### config.mk
export PLATFORM = sky130hd
export DESIGN_NAME = ad9361_sample_packer
export DESIGN_NICKNAME = d
export VERILOG_FILES = /design/src/rtl/ad9361_sample_packer.sv
export SDC_FILE = /design/constraint.sdc
export NUM_CORES = 1
export LEC_CHECK = 0
export CORE_ASPECT_RATIO = 1.75
export CORE_UTILIZATION = 50
export DETAILED_ROUTE_END_ITERATION = 8
export GPL_TIMING_DRIVEN = 0
export PLACE_DENSITY_LB_ADDON = 0.15
export SLEW_MARGIN = 20
export SYNTH_ARGS = -nofsm -noshare
export SYNTH_HDL_FRONTEND = slang
export SYNTH_SLANG_ARGS = --single-unit
export TNS_END_PERCENT = 100
### constraint.sdc
create_clock -name clk -period 5.1 [get_ports clk]
set_clock_uncertainty 0.1 [all_clocks]
set_input_delay 1.02 -clock clk [delete_from_list [all_inputs] [get_ports clk]]
set_output_delay 1.02 -clock clk [all_outputs]
set_load 0.02 [all_outputs]
### src/rtl/ad9361_sample_packer.sv
// ad9361_sample_packer: pairs AD9361 dual-channel strobes into 64-bit words behind a FWFT FIFO.
// Define AD9361_PACKER_OVF_COUNT_EN to get a saturating dropped-word counter on ovf_count.
module ad9361_sample_packer #(
    parameter int FIFO_DEPTH  = 16,
    parameter int MSB_ALIGN   = 0,
    parameter int LEVEL_WIDTH = $clog2(FIFO_DEPTH) + 1
) (
    input  logic                   clk,
    input  logic                   rst,
    input  logic                   en,
    input  logic                   valid_0,
    input  logic [11:0]            data_i0,
    input  logic [11:0]            data_q0,
    input  logic                   valid_1,
    input  logic [11:0]            data_i1,
    input  logic [11:0]            data_q1,
    output logic                   out_valid,
    input  logic                   out_ready,
    output logic [63:0]            out_data,
    output logic [LEVEL_WIDTH-1:0] level,
    output logic                   overflow,
    output logic                   misalign,
    output logic [15:0]            ovf_count
);
    localparam int AW = $clog2(FIFO_DEPTH);

    typedef enum logic {IDLE, HAVE0} state_t;
    state_t state, state_nxt;
    logic [11:0] held_i, held_q;
    logic load0, pack, use_held, mis_set;
    logic pk_valid;
    logic [63:0] pk_data;
    logic [63:0] mem [FIFO_DEPTH];
    logic [AW-1:0] wr_ptr, rd_ptr;
    logic push, pop, full;

    function automatic logic [15:0] widen(input logic [11:0] x);
        return MSB_ALIGN != 0 ? {x, 4'b0} : {{4{x[11]}}, x};
    endfunction

    always_ff @(posedge clk)
        state <= rst ? IDLE : state_nxt;

    always_comb begin
        state_nxt = state;
        load0 = 1'b0;
        pack = 1'b0;
        use_held = 1'b0;
        mis_set = 1'b0;
        if (!en)
            state_nxt = IDLE;
        else if (state == IDLE) begin
            if (valid_0 && valid_1)
                pack = 1'b1;
            else if (valid_0) begin
                load0 = 1'b1;
                state_nxt = HAVE0;
            end else if (valid_1)
                mis_set = 1'b1;
        end else begin
            if (valid_0 && valid_1) begin
                pack = 1'b1;
                mis_set = 1'b1;
                state_nxt = IDLE;
            end else if (valid_1) begin
                pack = 1'b1;
                use_held = 1'b1;
                state_nxt = IDLE;
            end else if (valid_0) begin
                load0 = 1'b1;
                mis_set = 1'b1;
            end
        end
    end

    always_ff @(posedge clk) begin
        if (load0) begin
            held_i <= data_i0;
            held_q <= data_q0;
        end
        pk_data <= {widen(data_q1), widen(data_i1),
                    widen(use_held ? held_q : data_q0), widen(use_held ? held_i : data_i0)};
    end

    always_ff @(posedge clk)
        if (rst) begin
            pk_valid <= 1'b0;
            misalign <= 1'b0;
        end else begin
            pk_valid <= pack;
            misalign <= misalign | mis_set;
        end

    // A full FIFO still accepts a word when the head is popped in the same cycle.
    assign full      = level == LEVEL_WIDTH'(FIFO_DEPTH);
    assign out_valid = level != '0;
    assign pop       = out_valid & out_ready;
    assign push      = pk_valid & (~full | pop);
    assign out_data  = out_valid ? mem[rd_ptr] : '0;

    always_ff @(posedge clk)
        if (push) mem[wr_ptr] <= pk_data;

    always_ff @(posedge clk)
        if (rst) begin
            wr_ptr   <= '0;
            rd_ptr   <= '0;
            level    <= '0;
            overflow <= 1'b0;
        end else begin
            if (push) wr_ptr <= wr_ptr + AW'(1);
            if (pop) rd_ptr <= rd_ptr + AW'(1);
            level <= level + LEVEL_WIDTH'(push) - LEVEL_WIDTH'(pop);
            if (pk_valid && !push) overflow <= 1'b1;
        end

`ifdef AD9361_PACKER_OVF_COUNT_EN
    always_ff @(posedge clk)
        if (rst)
            ovf_count <= '0;
        else if (pk_valid && !push && ovf_count != 16'hFFFF)
            ovf_count <= ovf_count + 16'd1;
`else
    assign ovf_count = 16'h0;
`endif
endmodule

==> results of run 1 <==
## sequential cells by signal, summed over array words and instances, names as in the netlist, 4 cells and up, named ones only
register  cells
level         5
mem         768
rd_ptr        4
held_i       12
held_q       12
pk_data      48
wr_ptr        4
## worst max-delay path by stage
stage	cells after the start	slack (ns)	to	start
finish	8	0.11	out_data[30]	flip-flop
global route	10	0.00007	out_data[44]	level[2]
CTS	6	0.02	out_data[44]	flip-flop
detailed placement	8	0.28	out_data[14]	flip-flop
global placement	5	-2.52	mem[14][37]	out_ready
floorplan	4	1.0	mem[12][0]	out_ready
## power by group
group	internal [mW]	switching [mW]	leakage, nW
Clock	3.49	2.49	1.28
Sequential	7.78	0.123	7.70
Combinational	2.08	2.32	3.32
Total	13.3	4.93	12.3
## critical path, stage by stage, from the launching register on
cell             delay [ns]
dfxtp_1                0.34
buf_2                  0.29
buf_2                  0.34
buf_2                  0.40
buf_2                  0.44
mux4_2                 0.37
a221o_1                0.38
buf_4                  0.16
clkdlybuf4s50_1        0.53
## cell families after synthesis
group,synth area share (%)
AOI/OAI and AO/OA,3.96
xor gates and xnor gates,0.216
adders and majority gates,0.487
buffers and inverters,2.19
DFF,77.7
muxes,13.4
other,0.0116
and+or+nand+nor,2.02
## metrics by stage
stage | cells | TNS, ns | setup slack, ns
after floorplan | 1608 | 0 | 0.996
after global placement | 2544 | -1557.63 | -2.52
after detailed placement | 2590 | 0 | 0.284
after CTS | 2730 | 0 | 0.0245
after global routing | 2730 | 0 | 0.0000653
final | 2730 | 0 | 0.108
## final cells by class
class	count	area (um^2)	area share, %
repair buffers	170	2170	5.66
well taps	812	1020	2.65
clock inverters	40	448	1.17
plain buffers	117	691	1.80
inverters	11	41.3	0.108
clock buffers	100	2160	5.62
flip-flops and latches	861	25200	65.5
multi-input cells	619	6710	17.5
## placed cells by master (no fill, tap or decap), types with 4 or more instances in the layout
cell type,count
edfxtp_1,792
mux2i_1,192
clkdlybuf4s50_1,124
mux4_2,96
a22oi_1,96
clkbuf_16,81
dfxtp_1,69
a221o_1,48
and3_1,42
clkbuf_1,37
buf_2,37
buf_4,33
mux2_2,24
buf_12,17
conb_1,16
clkinv_2,15
nor2_1,14
buf_8,14
buf_16,13
nand2_1,12
nor2_4,12
inv_1,11
ha_1,11
clkinv_1,11
buf_6,10
bufinv_16,10
clkbuf_2,8
and3_2,8
xor2_1,6
clkbuf_8,6
a21oi_1,5
nor2b_1,5
buf_1,4
nor3_4,4
nand3_1,4
## per-layer routing
layer,track usage [%],vias to the layer above,share of wire (%)
met5,0,-,0
met3,2.79,123,4.3
met4,7.80,0,2.7
li1,-,7023,-
met1,28.6,8429,39
met2,42.2,489,54
## what timing repair did
item / 4_1_cts / 5_1_grt
pin swaps: 0 / 0
setup buffers: 0 / 0
gates resized for setup: 9 / 10
endpoints found under the setup margin: 46 / 8
==> impl_metrics.ini, run 1 <==
[outcome]
status = completed

[sta]
max_clock_freq_mhz = 200
drv_slew = 0
tightest_slew_ns = 0.993
rsz0062_at_grt = no
finalHoldViolations = 0
period_share_pct = 97.9
setup_viol = 0
max_slew_margin_pct = 33.5
finalCriticalPeriod_ns = 4.99
whs_ns = 0.373

[placed_design]
placed_cell_area_um2 = 35800
hpwl_mm = 48.7
port-buffer-count = 124
place_congestion = 0.732

[drt]
vias_per_cell = 5.88
drt_pass1_iterations = 5
ant_nets = 0
wl_per_cell_um = 27.4
vias = 16100
drc = 0
drtIter0Drc = 1130
routed_wl_mm = 74.8

[final_layout]
design_area_um2 = 38400
drive_gt1_share_pct = 20.9
final_nets = 1923
final_util_pct = 59.8
n_antenna_cell = 0
fillers = 4571
syn_to_final_growth_pct = 18.6

[synthesis]
synth_top_area_share_pct = 73.4
avgSynthCellArea_um2 = 20.3
synthTopCellsByArea = edfxtp_1 73%, mux4_2 6.7%, mux2i_1 5.9%
yosys_most_used_dff = edfxtp_1
yosys-top-cells-count = 792 x edfxtp_1, 192 x mux2i_1, 96 x a22oi_1, 96 x mux4_2, 69 x dfxtp_1
synthesis.instances = 1593
synth_edf_count = 792
ys_types = 42
ys_ff_latch = 861
async_flop_share_pct = 0
yosysTopAreaCell = edfxtp_1
netlist_area_um2 = 32400
yosysSeqAreaShare_pct = 77.7
yosys_warnings = 0
synth_most_common_cell = edfxtp_1

[clock_tree]
clkTransAtPathRegs_ns = 0.07
insertion_delay_ns = 0.62
ctsLongestPathBuffers = 3
holdBufCountCts = 0
cts_buffers = 77
cts_tree = yes
htree_levels = 3
cts_sinks = 861
cts-root-buf = clkbuf_16

[die]
io_pins = 142
fp.coreArea_um2 = 64200
fp.dieH_um = 339
std_cell_rows = 123
die_area_um2 = 65800
start_util_pct = 50.5
dieWidth_um = 194

[grt]
grt_pass1_vias = 16900
grt.overflow.total = 0
grt_max_degree = 25
grt_use_total_pct = 23.2
antenna_found_initial = 0
grt_pass1_wl_mm = 110

[setup_path]
cp_max_fo = 10
reg2reg_slack_ns = 2.01
worstSetupStartpointType = flip-flop
required_ns = 3.98
path_class = flip-flop to output port
r2r-end = level[4]
critPathArrivalTime_ns = 3.87
cp-end-kind = output port
rr_startpoint = level[2]
ff2ff_path_depth = 14

[hold_path]
hold_start = held_q[5]
hp-class = flip-flop to flip-flop
holdPathStages = 1
worstHoldEndpoint = pk_data[21]

[power_and_ir_drop]
power_mw = 18.3
pwr_density_cell_nw_per_um2 = 476
peakVddDrop_uv = 364
p_leak_nw = 12.3

[run]
drv_cap = 0
Note: power is estimated with default switching activity, not from simulation.
==> run 2: changes to the inputs <==
SKIP_CTS_REPAIR_TIMING = 1   (was unset)
==> impl_metrics.ini, run 2 (synthesis results as in run 1) <==
[power_and_ir_drop]
internal-power_mw = 13.3
peakVddDrop_uv = 366
pwr_density_cell_nw_per_um2 = 476
seqPwrFrac_pct = 43.2
p_clk_share_pct = 32.7
p_leak_nw = 12.3
p_switching_mw = 4.93
comb_power_share_pct = 24.1
switching_share_pct = 27.0

[setup_path]
r2r-end = level[4]
cpPeakStageDelay_ns = 0.78
worstSetupStartpointType = flip-flop
ff2ff_path_depth = 14
rr_startpoint = level[2]
required_ns = 3.98
cp-end-kind = output port
crit_chain = buf_2 -> buf_2 -> clkbuf_1 -> mux4_2 -> a221o_1 -> buf_4 -> clkdlybuf4s50_1
path_class = flip-flop to output port
critPathArrivalTime_ns = 3.96
cp_max_fo = 10
reg2reg_slack_ns = 2.01
worst_path_max_delay_cell = clkbuf_1
critPathMostFrequentCell = buf_2

[grt]
grt_pass1_vias = 16900
grt.overflow.total = 0
grt_max_degree = 25
antenna_found_initial = 0
grt_pass1_wl_mm = 110
grt_use_total_pct = 23.2

[hold_path]
worstHoldEndpoint = pk_data[21]
hold_start = held_q[5]
holdPathStages = 1
hp-class = flip-flop to flip-flop

[drt]
drtIter0Drc = 1130
drt_pass1_iterations = 5
routed_wl_mm = 74.9
vias = 16000
vias_per_cell = 5.86
wl_per_cell_um = 27.4
ant_nets = 0
drc = 0

[final_layout]
syn_to_final_growth_pct = 18.6
top_regs = mem (768), pk_data (48)
final_util_pct = 59.8
regMostFlops = mem
n_antenna_cell = 0
final_nets = 1923
drive_gt1_share_pct = 20.8
layout_common_cells = 792 x edfxtp_1, 192 x mux2i_1, 124 x clkdlybuf4s50_1
largest_reg_flops = 768
final_common_cell = edfxtp_1

[sta]
max_slew_margin_pct = 33.1
tightest_slew_ns = 1.00
period_share_pct = 99.7
finalHoldViolations = 0
rsz0062_at_grt = yes
whs_ns = 0.373
setup_viol = 0
setup_tns_ns = 0
finalCriticalPeriod_ns = 5.08
drv_slew = 0
max_clock_freq_mhz = 197
worst_slack_ns = 0.0155

[die]
die_area_um2 = 65800
start_util_pct = 50.5
dieWidth_um = 194
io_pins = 142
std_cell_rows = 123
fp.dieH_um = 339
fp.coreArea_um2 = 64200

[clock_tree]
htree_levels = 3
ctsLongestPathBuffers = 3
insertion_delay_ns = 0.62
clkTransAtPathRegs_ns = 0.07
cts-root-buf = clkbuf_16
cts_tree = yes
cts_buffers = 77
cts_sinks = 861

[run]
drv_cap = 0

[placed_design]
place_congestion = 0.732
pre_cts_ws_ns = 0.284
hpwl_mm = 48.7
port-buffer-count = 124

[outcome]
status = completed
## run 2: worst max-delay path by stage
stage	endpoint	slack, ns	from
after floorplan	mem[12][0]	1.0	out_ready
after global placement	mem[14][37]	-2.52	out_ready
after detailed placement	out_data[14]	0.28	flip-flop
after CTS	out_data[14]	-0.40	flip-flop
after global routing	out_data[14]	-0.06	flip-flop
final	out_data[15]	0.02	flip-flop
## run 2: stage by stage
stage | std cells | cell area (um^2) | total power, mW
after floorplan | 1608 | 32500 | 10.7
after global placement | 2544 | 34700 | 12.4
after detailed placement | 2590 | 35800 | 12.5
after CTS | 2730 | 38400 | 18.5
after global routing | 2730 | 38400 | 18.9
final | 2730 | 38400 | 18.3
## run 2: cell type report
cell class	count	area [um^2]
Timing Repair Buffer	170	2170
Fill cell	4569	25800
Buffer	117	689
Inverter	11	41.3
Clock buffer	100	2160
Tap cell	812	1020
Clock inverter	40	448
Sequential cell	861	25200
Multi-Input combinational cell	619	6710
## run 2: layer usage
metal | wire length (um) | global-route usage, % | vias up | share of wire (%)
li1 | - | - | 7017 | -
met1 | 29000 | 28.5 | 8394 | 39
met2 | 40500 | 42.3 | 452 | 54
met3 | 3350 | 2.88 | 122 | 4.5
met4 | 1990 | 7.80 | 0 | 2.7
met5 | 0 | 0 | - | 0
## run 2: worst max-delay path, delay by kind of cell (launching register included)
kind                   cells  cell delay, ns
buffers and inverters      5            2.10
AO/OA/AOI/OAI              1            0.47
multiplexers               1            0.41
flip-flops                 1            0.34
## run 2: power by group through the flow
stage          sequential (mW)  clock, mW  combinational [mW]
5_1_grt                   7.91       6.35                4.66
3_3_place_gp              8.04          0                4.40
3_5_place_dp              8.05          0                4.44
2_1_floorplan             8.03          0                2.71
6_report                  7.90       5.98                4.40
4_1_cts                   7.90       6.09                4.46
==> run 3: changes to the inputs <==
SKIP_LAST_GASP = 1   (was unset)
==> results of run 3 <==
No change in the layout: final DEF, timing and power equal those of run 2.
